`config.mk`:
```
export PLATFORM = sky130hd
export DESIGN_NAME = sentinel_auth_ctrl
export DESIGN_NICKNAME = d
export VERILOG_FILES = /design/src/rtl/sentinel_pkg.sv /design/src/rtl/sentinel_decoy.sv /design/src/rtl/sentinel_sync_edge.sv /design/src/rtl/sentinel_auth_ctrl.sv
export SDC_FILE = /design/constraint.sdc
export NUM_CORES = 1
export LEC_CHECK = 0
export ABC_AREA = 0
export CAP_MARGIN = 25
export CORE_MARGIN = 1.5
export CORE_UTILIZATION = 55
export CTS_CLUSTER_SIZE = 40
export DETAILED_ROUTE_END_ITERATION = 6
export PLACE_DENSITY = 0.77
export SLEW_MARGIN = 20
export SYNTH_ARGS = -nofsm -noshare
export SYNTH_HDL_FRONTEND = slang
export SYNTH_HIERARCHICAL = 1
export SYNTH_SLANG_ARGS = --single-unit
```
`constraint.sdc`:
```
create_clock -name clk -period 5.16 [get_ports clk]
set_input_delay 1.032 -clock clk [delete_from_list [all_inputs] [get_ports clk]]
set_output_delay 1.032 -clock clk [all_outputs]
set_load 0.01 [all_outputs]
```
`src/rtl/sentinel_pkg.sv`:
```
// Shared types and constants for the Sentinel gate controller.
package sentinel_pkg;

  typedef enum logic [1:0] {
    LOCKED,
    VERIFY,
    UNLOCKED,
    LOCKOUT
  } state_t;

  localparam logic [7:0] SEG_LOCKED   = 8'hC7;
  localparam logic [7:0] SEG_UNLOCKED = 8'hC1;
  localparam logic [7:0] SEG_LOCKOUT  = 8'hBF;
  localparam logic [7:0] SEG_OFF      = 8'hFF;

  localparam int unsigned VERIFY_BITS = 8;
  localparam logic [2:0]  LAST_BIT    = 3'(VERIFY_BITS - 1);
  localparam logic [7:0]  DECOY_KEY   = 8'h00;

  // VERIFY shows the same glyph as LOCKED so the compare window is not observable.
  function automatic logic [7:0] seg_decode(input state_t s);
    logic [7:0] seg;
    case (s)
      UNLOCKED: seg = SEG_UNLOCKED;
      LOCKOUT:  seg = SEG_LOCKOUT;
      default:  seg = SEG_LOCKED;
    endcase
    return seg;
  endfunction

endpackage

```
`src/rtl/sentinel_decoy.sv`:
```
// Decoy bit-serial compare against DECOY_KEY, run in lockstep with the real VERIFY.
// Only built when SENTINEL_DECOY_EN is defined.
module sentinel_decoy
  import sentinel_pkg::*;
(
  input  logic       clk,
  input  logic       rst_n,
  input  logic       load,
  input  logic       step,
  input  logic [7:0] key_in,
  output logic       match
);

  logic [7:0] sr_q;
  logic [2:0] cnt_q;
  logic       match_q;

  always_ff @(posedge clk or negedge rst_n) begin
    if (!rst_n) begin
      sr_q    <= '0;
      cnt_q   <= '0;
      match_q <= 1'b0;
    end else if (load) begin
      sr_q    <= key_in;
      cnt_q   <= '0;
      match_q <= 1'b1;
    end else if (step) begin
      sr_q    <= {sr_q[6:0], 1'b0};
      cnt_q   <= cnt_q + 3'd1;
      match_q <= match_q & (sr_q[7] == DECOY_KEY[LAST_BIT - cnt_q]);
    end
  end

  assign match = match_q;

endmodule

```
`src/rtl/sentinel_sync_edge.sv`:
```
// Two-flop synchronizer followed by a rising-edge detector; emits a one-cycle pulse.
module sentinel_sync_edge (
  input  logic clk,
  input  logic rst_n,
  input  logic d,
  output logic pulse
);

  logic meta_q;
  logic sync_q;
  logic prev_q;

  always_ff @(posedge clk or negedge rst_n) begin
    if (!rst_n) begin
      meta_q <= 1'b0;
      sync_q <= 1'b0;
      prev_q <= 1'b0;
    end else begin
      meta_q <= d;
      sync_q <= meta_q;
      prev_q <= sync_q;
    end
  end

  assign pulse = sync_q & ~prev_q;

endmodule

```
`src/rtl/sentinel_auth_ctrl.sv`:
```
// Sentinel gate sequencing controller: constant-time key compare, unlock window, lockout.
// Optional decoy compare enabled with SENTINEL_DECOY_EN.
module sentinel_auth_ctrl
  import sentinel_pkg::*;
#(
  parameter logic [7:0]  KEY            = 8'hB6,
  parameter logic [15:0] UNLOCK_CYCLES  = 16'd1000,
  parameter int unsigned MAX_FAILS      = 3,
  parameter logic [15:0] LOCKOUT_CYCLES = 16'd5000
) (
  input  logic       clk,
  input  logic       rst_n,
  input  logic       ena,
  input  logic [7:0] key_in,
  input  logic       submit,
  output logic [7:0] seg_out,
  output logic       unlocked,
  output logic       lockout,
  output logic       busy,
  output logic [3:0] fail_count,
  output logic       decoy_out
);

  localparam logic [3:0] MaxFailsW = 4'(MAX_FAILS);

  logic       sub_p;
  logic       start;
  state_t     state_q;
  logic [7:0] sr_q;
  logic       match_q;
  logic [2:0] cnt_q;
  logic [15:0] timer_q;
  logic [3:0] fail_q;
  logic       match_d;

  sentinel_sync_edge u_submit_sync (
    .clk   (clk),
    .rst_n (rst_n),
    .d     (submit),
    .pulse (sub_p)
  );

  assign start = (state_q == LOCKED) && sub_p && ena;

  always_comb begin
    match_d = match_q & (sr_q[7] == KEY[LAST_BIT - cnt_q]);
  end

  always_ff @(posedge clk or negedge rst_n) begin
    if (!rst_n) begin
      state_q <= LOCKED;
      sr_q    <= '0;
      match_q <= 1'b0;
      cnt_q   <= '0;
      timer_q <= '0;
      fail_q  <= '0;
    end else begin
      case (state_q)
        LOCKED: begin
          if (start) begin
            sr_q    <= key_in;
            match_q <= 1'b1;  // cleared to "no mismatch seen yet"
            cnt_q   <= '0;
            state_q <= VERIFY;
          end
        end
        VERIFY: begin
          if (!ena) begin
            state_q <= LOCKED;
          end else begin
            sr_q    <= {sr_q[6:0], 1'b0};
            cnt_q   <= cnt_q + 3'd1;
            match_q <= match_d;
            // Decision only after all bits, regardless of where a mismatch occurred.
            if (cnt_q == LAST_BIT) begin
              if (match_d) begin
                fail_q  <= '0;
                timer_q <= UNLOCK_CYCLES - 16'd1;
                state_q <= UNLOCKED;
              end else if (fail_q + 4'd1 == MaxFailsW) begin
                fail_q  <= MaxFailsW;
                timer_q <= LOCKOUT_CYCLES - 16'd1;
                state_q <= LOCKOUT;
              end else begin
                fail_q  <= fail_q + 4'd1;
                state_q <= LOCKED;
              end
            end
          end
        end
        UNLOCKED: begin
          if (!ena || sub_p || timer_q == '0) begin
            state_q <= LOCKED;
          end else begin
            timer_q <= timer_q - 16'd1;
          end
        end
        LOCKOUT: begin
          if (timer_q == '0) begin
            fail_q  <= '0;
            state_q <= LOCKED;
          end else begin
            timer_q <= timer_q - 16'd1;
          end
        end
        default: state_q <= LOCKED;
      endcase
    end
  end

  assign seg_out    = ena ? seg_decode(state_q) : SEG_OFF;
  assign unlocked   = ena && (state_q == UNLOCKED);
  assign busy       = ena && (state_q == VERIFY);
  assign lockout    = (state_q == LOCKOUT);
  assign fail_count = fail_q;

`ifdef SENTINEL_DECOY_EN
  sentinel_decoy u_decoy (
    .clk    (clk),
    .rst_n  (rst_n),
    .load   (start),
    .step   (busy),
    .key_in (key_in),
    .match  (decoy_out)
  );
`else
  assign decoy_out = 1'b0;
`endif

endmodule

```
==> impl_metrics.toml <==
[status]
run_status = "finished clean"

[grt]
pin_count_of_the_biggest_net_entering_global_routing = 38
global_route_wire_length_before_repair_um = 7370
via_count_of_the_first_global_routing_pass = 1572
antenna_violations_before_repair = 0
grt_overflow = 0
globalRouteTotalUtil_pct = 22.2

[place]
detailed_place.area_sq_um = 2460
pre_cts_slack_ns = 1.49
detailedPlacementHpwl_um = 3020
port_buffers = 24
globalplace.congestion = 0.769

[floorplanning]
num_rows = 22
top_level_i_o_count = 28
dieWidth_um = 66.7
design.die.area_sq_um = 4440
floorplan.initialDensity_pct = 59.1
fp.coreArea_sq_um = 3770
chipHeight_um = 66.7

[sta]
slew_violations = 0
fmaxAchievable_mhz = 270
tns_ns = 0
hold_violations = 0
whs_ns = 0.366
rsz0062_at_grt = "no"
min_period_over_period_pct = 71.7
timing.final.crit_period_ns = 3.70
slew_headroom_pct = 44.5
worst_slew_pin_slew_ns = 0.832
post-route-worst-setup-slack_ns = 1.46
setup-violations-final = 0
clock_skews_ns = 0.00669

[power]
irDropWorstVdd_mv = 0.290
p_leak_nw = 1.09
power.density_nw_per_um2 = 477
finalPower_mw = 1.23

[route]
route.antenna.remaining_nets = 0
detail_route.drc_violations = 0
postRouteWirelength_um = 4350
drt-vias-per-instance = 5.67
drtPass1Iterations = 4
drt-initial-drc-count = 118
dr_total_vias = 1751
wl_per_cell_um = 14.1

[critical_path]
setup.worst_path.end_class = "primary output"
worst_path_largest_cell_delay_ns = 0.57
path_common_cell = "sky130_fd_sc_hd__clkdlybuf4s50_1"
critPathLaunchType = "input port"
critical_path.reg2reg.endpoint = "timer_q[12]$_DFFE_PN0P_"
cp_num_cells = 5
worstPathMaxFanout = 7
arrival_ns = 2.67
criticalPathCategory = "input port to primary output"
critical-path-slowest-cell = "sky130_fd_sc_hd__clkdlybuf4s50_1"
critPathTopFamily = "buffers and inverters"
cp_cell_sequence = "clkdlybuf4s50_1 > nor2b_1 > nand2_1 > inv_1 > clkdlybuf4s50_1"
cp.buffers_inverters = 3
worst-r2r-setup-slack_ns = 2.73
worst_ep_required_time_ns = 4.13
setup.worst_path.start = "ena"
reg2reg_from = "cnt_q[0]$_DFFE_PN0P_"
critical_path.endpoint = "busy"
r2r_cells = 6

[layout]
fill_cell_instance_count_of_the_final_layout = 304
fin_area_sq_um = 2570
drive_above_1_share_pct = 9.96
antenna_cells = 0
multi_input_combinational_cell_area_sq_um = 1150
area.sequential_sq_um = 926
finish.net_count = 279
area.growth.synth_to_final_pct = 15.4

[logic_synthesis]
ys.flop_type = "sky130_fd_sc_hd__dfrtp_1"
synth_seq_cells = 37
netlist.area_leader.share_pct = 41.5
synthXorXnorAreaFrac_pct = 0
synthDistinctLibCells = 53
yosysSeqAreaShare_pct = 41.5
synth_most_common_cell = "sky130_fd_sc_hd__dfrtp_1"
syn_avg_cell_area_sq_um = 9.29
yosys_warnings = 6
main_combinational_cell_family_by_area_after_synthesis = "compound AO/OA/AOI/OAI gates"
postSynthCellCount = 240
synth_async_reset_ratio_pct = 100
synth.area.top_cells = "sky130_fd_sc_hd__dfrtp_1, sky130_fd_sc_hd__mux2i_1, sky130_fd_sc_hd__o21ai_0"
synthAdderAreaFrac_pct = 3.93
synth_commonest_cells = "sky130_fd_sc_hd__dfrtp_1, sky130_fd_sc_hd__nand2_1, sky130_fd_sc_hd__inv_1, sky130_fd_sc_hd__o21ai_0, sky130_fd_sc_hd__nor2_1"
synthDominantAreaCellType = "sky130_fd_sc_hd__dfrtp_1"
synth_simple_gate_area_share_pct = 20.3
number_of_flops_mapped_to_enable_cells_by_yosys = 0
synth_area_sq_um = 2230
post_synth_mux_area_share_pct = 5.22
synth_compound_area_share_pct = 21.8

[clock_tree]
cts_buf_count = 5
htreeDepth = 2
cts-root-to-sink-buffers = 2
tritoncts = "yes"
clk-insertion-delay-late_ns = 0.30
clock-sinks = 37
buffer_type_at_the_clock_tree_root = "sky130_fd_sc_hd__clkbuf_8"
post-cts-setup-buffers = 0
post_cts_resize_count = 0
cts_hold_buffers = 0
clk_pin_slew_worst_paths_ns = 0.08

[min_path]
hold_path_class = "flop to flop"

[run]
max_cap_viol_count = 0
-- cell type report --
| type | instances | share of cell area, % |
|---|---|---|
| multi-input cells | 172 | 44.9 |
| flip-flops and latches | 37 | 36.0 |
| clock inverters | 3 | 1.80 |
| clock buffers | 5 | 2.67 |
| repair buffers | 26 | 9.72 |
| inverters | 18 | 2.63 |
| well taps | 48 | 2.33 |
-- metal layers --
layer | share of wire, % | GRT usage, % | vias up
met1 | 49 | 30.3 | 812
li1 | - | - | 898
met5 | 0 | 0 | -
met3 | 4.2 | 6.08 | 7
met2 | 45 | 34.0 | 34
met4 | 1.6 | 7.40 | 0
-- flip-flops by register name, indices dropped and copies added (netlist names) --
signal,cells
fail_count,4
u_submit_sync/sync_q,1
u_submit_sync/meta_q,1
timer_q,16
sr_q,8
u_submit_sync/prev_q,1
match_q,1
cnt_q,3
state_q,2
-- power by group --
part | leakage [nW] | switching [mW] | internal, mW
combinational | 0.590 | 0.262 | 0.228
sequential | 0.449 | 0.104 | 0.372
clock | 0.0543 | 0.117 | 0.145
-- worst min-delay path by stage --
stage	startpoint	end	cells past startpoint
2_1_floorplan	u_submit_sync/meta_q$_DFF_PN0_	u_submit_sync/sync_q$_DFF_PN0_	0
3_3_place_gp	u_submit_sync/meta_q$_DFF_PN0_	u_submit_sync/sync_q$_DFF_PN0_	0
3_5_place_dp	u_submit_sync/meta_q$_DFF_PN0_	u_submit_sync/sync_q$_DFF_PN0_	0
4_1_cts	u_submit_sync/meta_q$_DFF_PN0_	u_submit_sync/sync_q$_DFF_PN0_	0
5_1_grt	u_submit_sync/meta_q$_DFF_PN0_	u_submit_sync/sync_q$_DFF_PN0_	0
6_report	u_submit_sync/meta_q$_DFF_PN0_	u_submit_sync/sync_q$_DFF_PN0_	0
-- through the flow --
step | cells | utilization, %
2_1_floorplan | 241 | -
3_3_place_gp | 300 | 64.9
3_5_place_dp | 301 | 65.1
4_1_cts | 309 | 68.2
5_1_grt | 309 | 68.2
6_report | 309 | 68.2
-- logic make-up after synthesis --
group	Yosys count
AOI/OAI and AO/OA	69
adders and majority gates	7
buffers and inverters	32
DFF	37
muxes	11
other	2
and+or+nand+nor	82
-- cells in the final DEF, fill, tap and decap left out, types with 3 or more instances in the layout --
cell and count:
sky130_fd_sc_hd__nor2_1 12, sky130_fd_sc_hd__inv_1 18, sky130_fd_sc_hd__ha_1 7, sky130_fd_sc_hd__dfrtp_1 37, sky130_fd_sc_hd__a21o_1 6, sky130_fd_sc_hd__nand2_1 24
sky130_fd_sc_hd__nor2b_1 4, sky130_fd_sc_hd__o22ai_1 3, sky130_fd_sc_hd__a21oi_1 11, sky130_fd_sc_hd__o21ai_0 17, sky130_fd_sc_hd__nand3_1 7, sky130_fd_sc_hd__clkbuf_8 5
sky130_fd_sc_hd__o221ai_1 5, sky130_fd_sc_hd__mux2i_1 9, sky130_fd_sc_hd__a2bb2oi_1 4, sky130_fd_sc_hd__and2_1 5, sky130_fd_sc_hd__clkdlybuf4s50_1 23, sky130_fd_sc_hd__nor3_1 5
sky130_fd_sc_hd__nor4_1 3, sky130_fd_sc_hd__a31oi_1 3, sky130_fd_sc_hd__conb_1 3, sky130_fd_sc_hd__nand4_1 8
(Power assumes the default switching activity.)
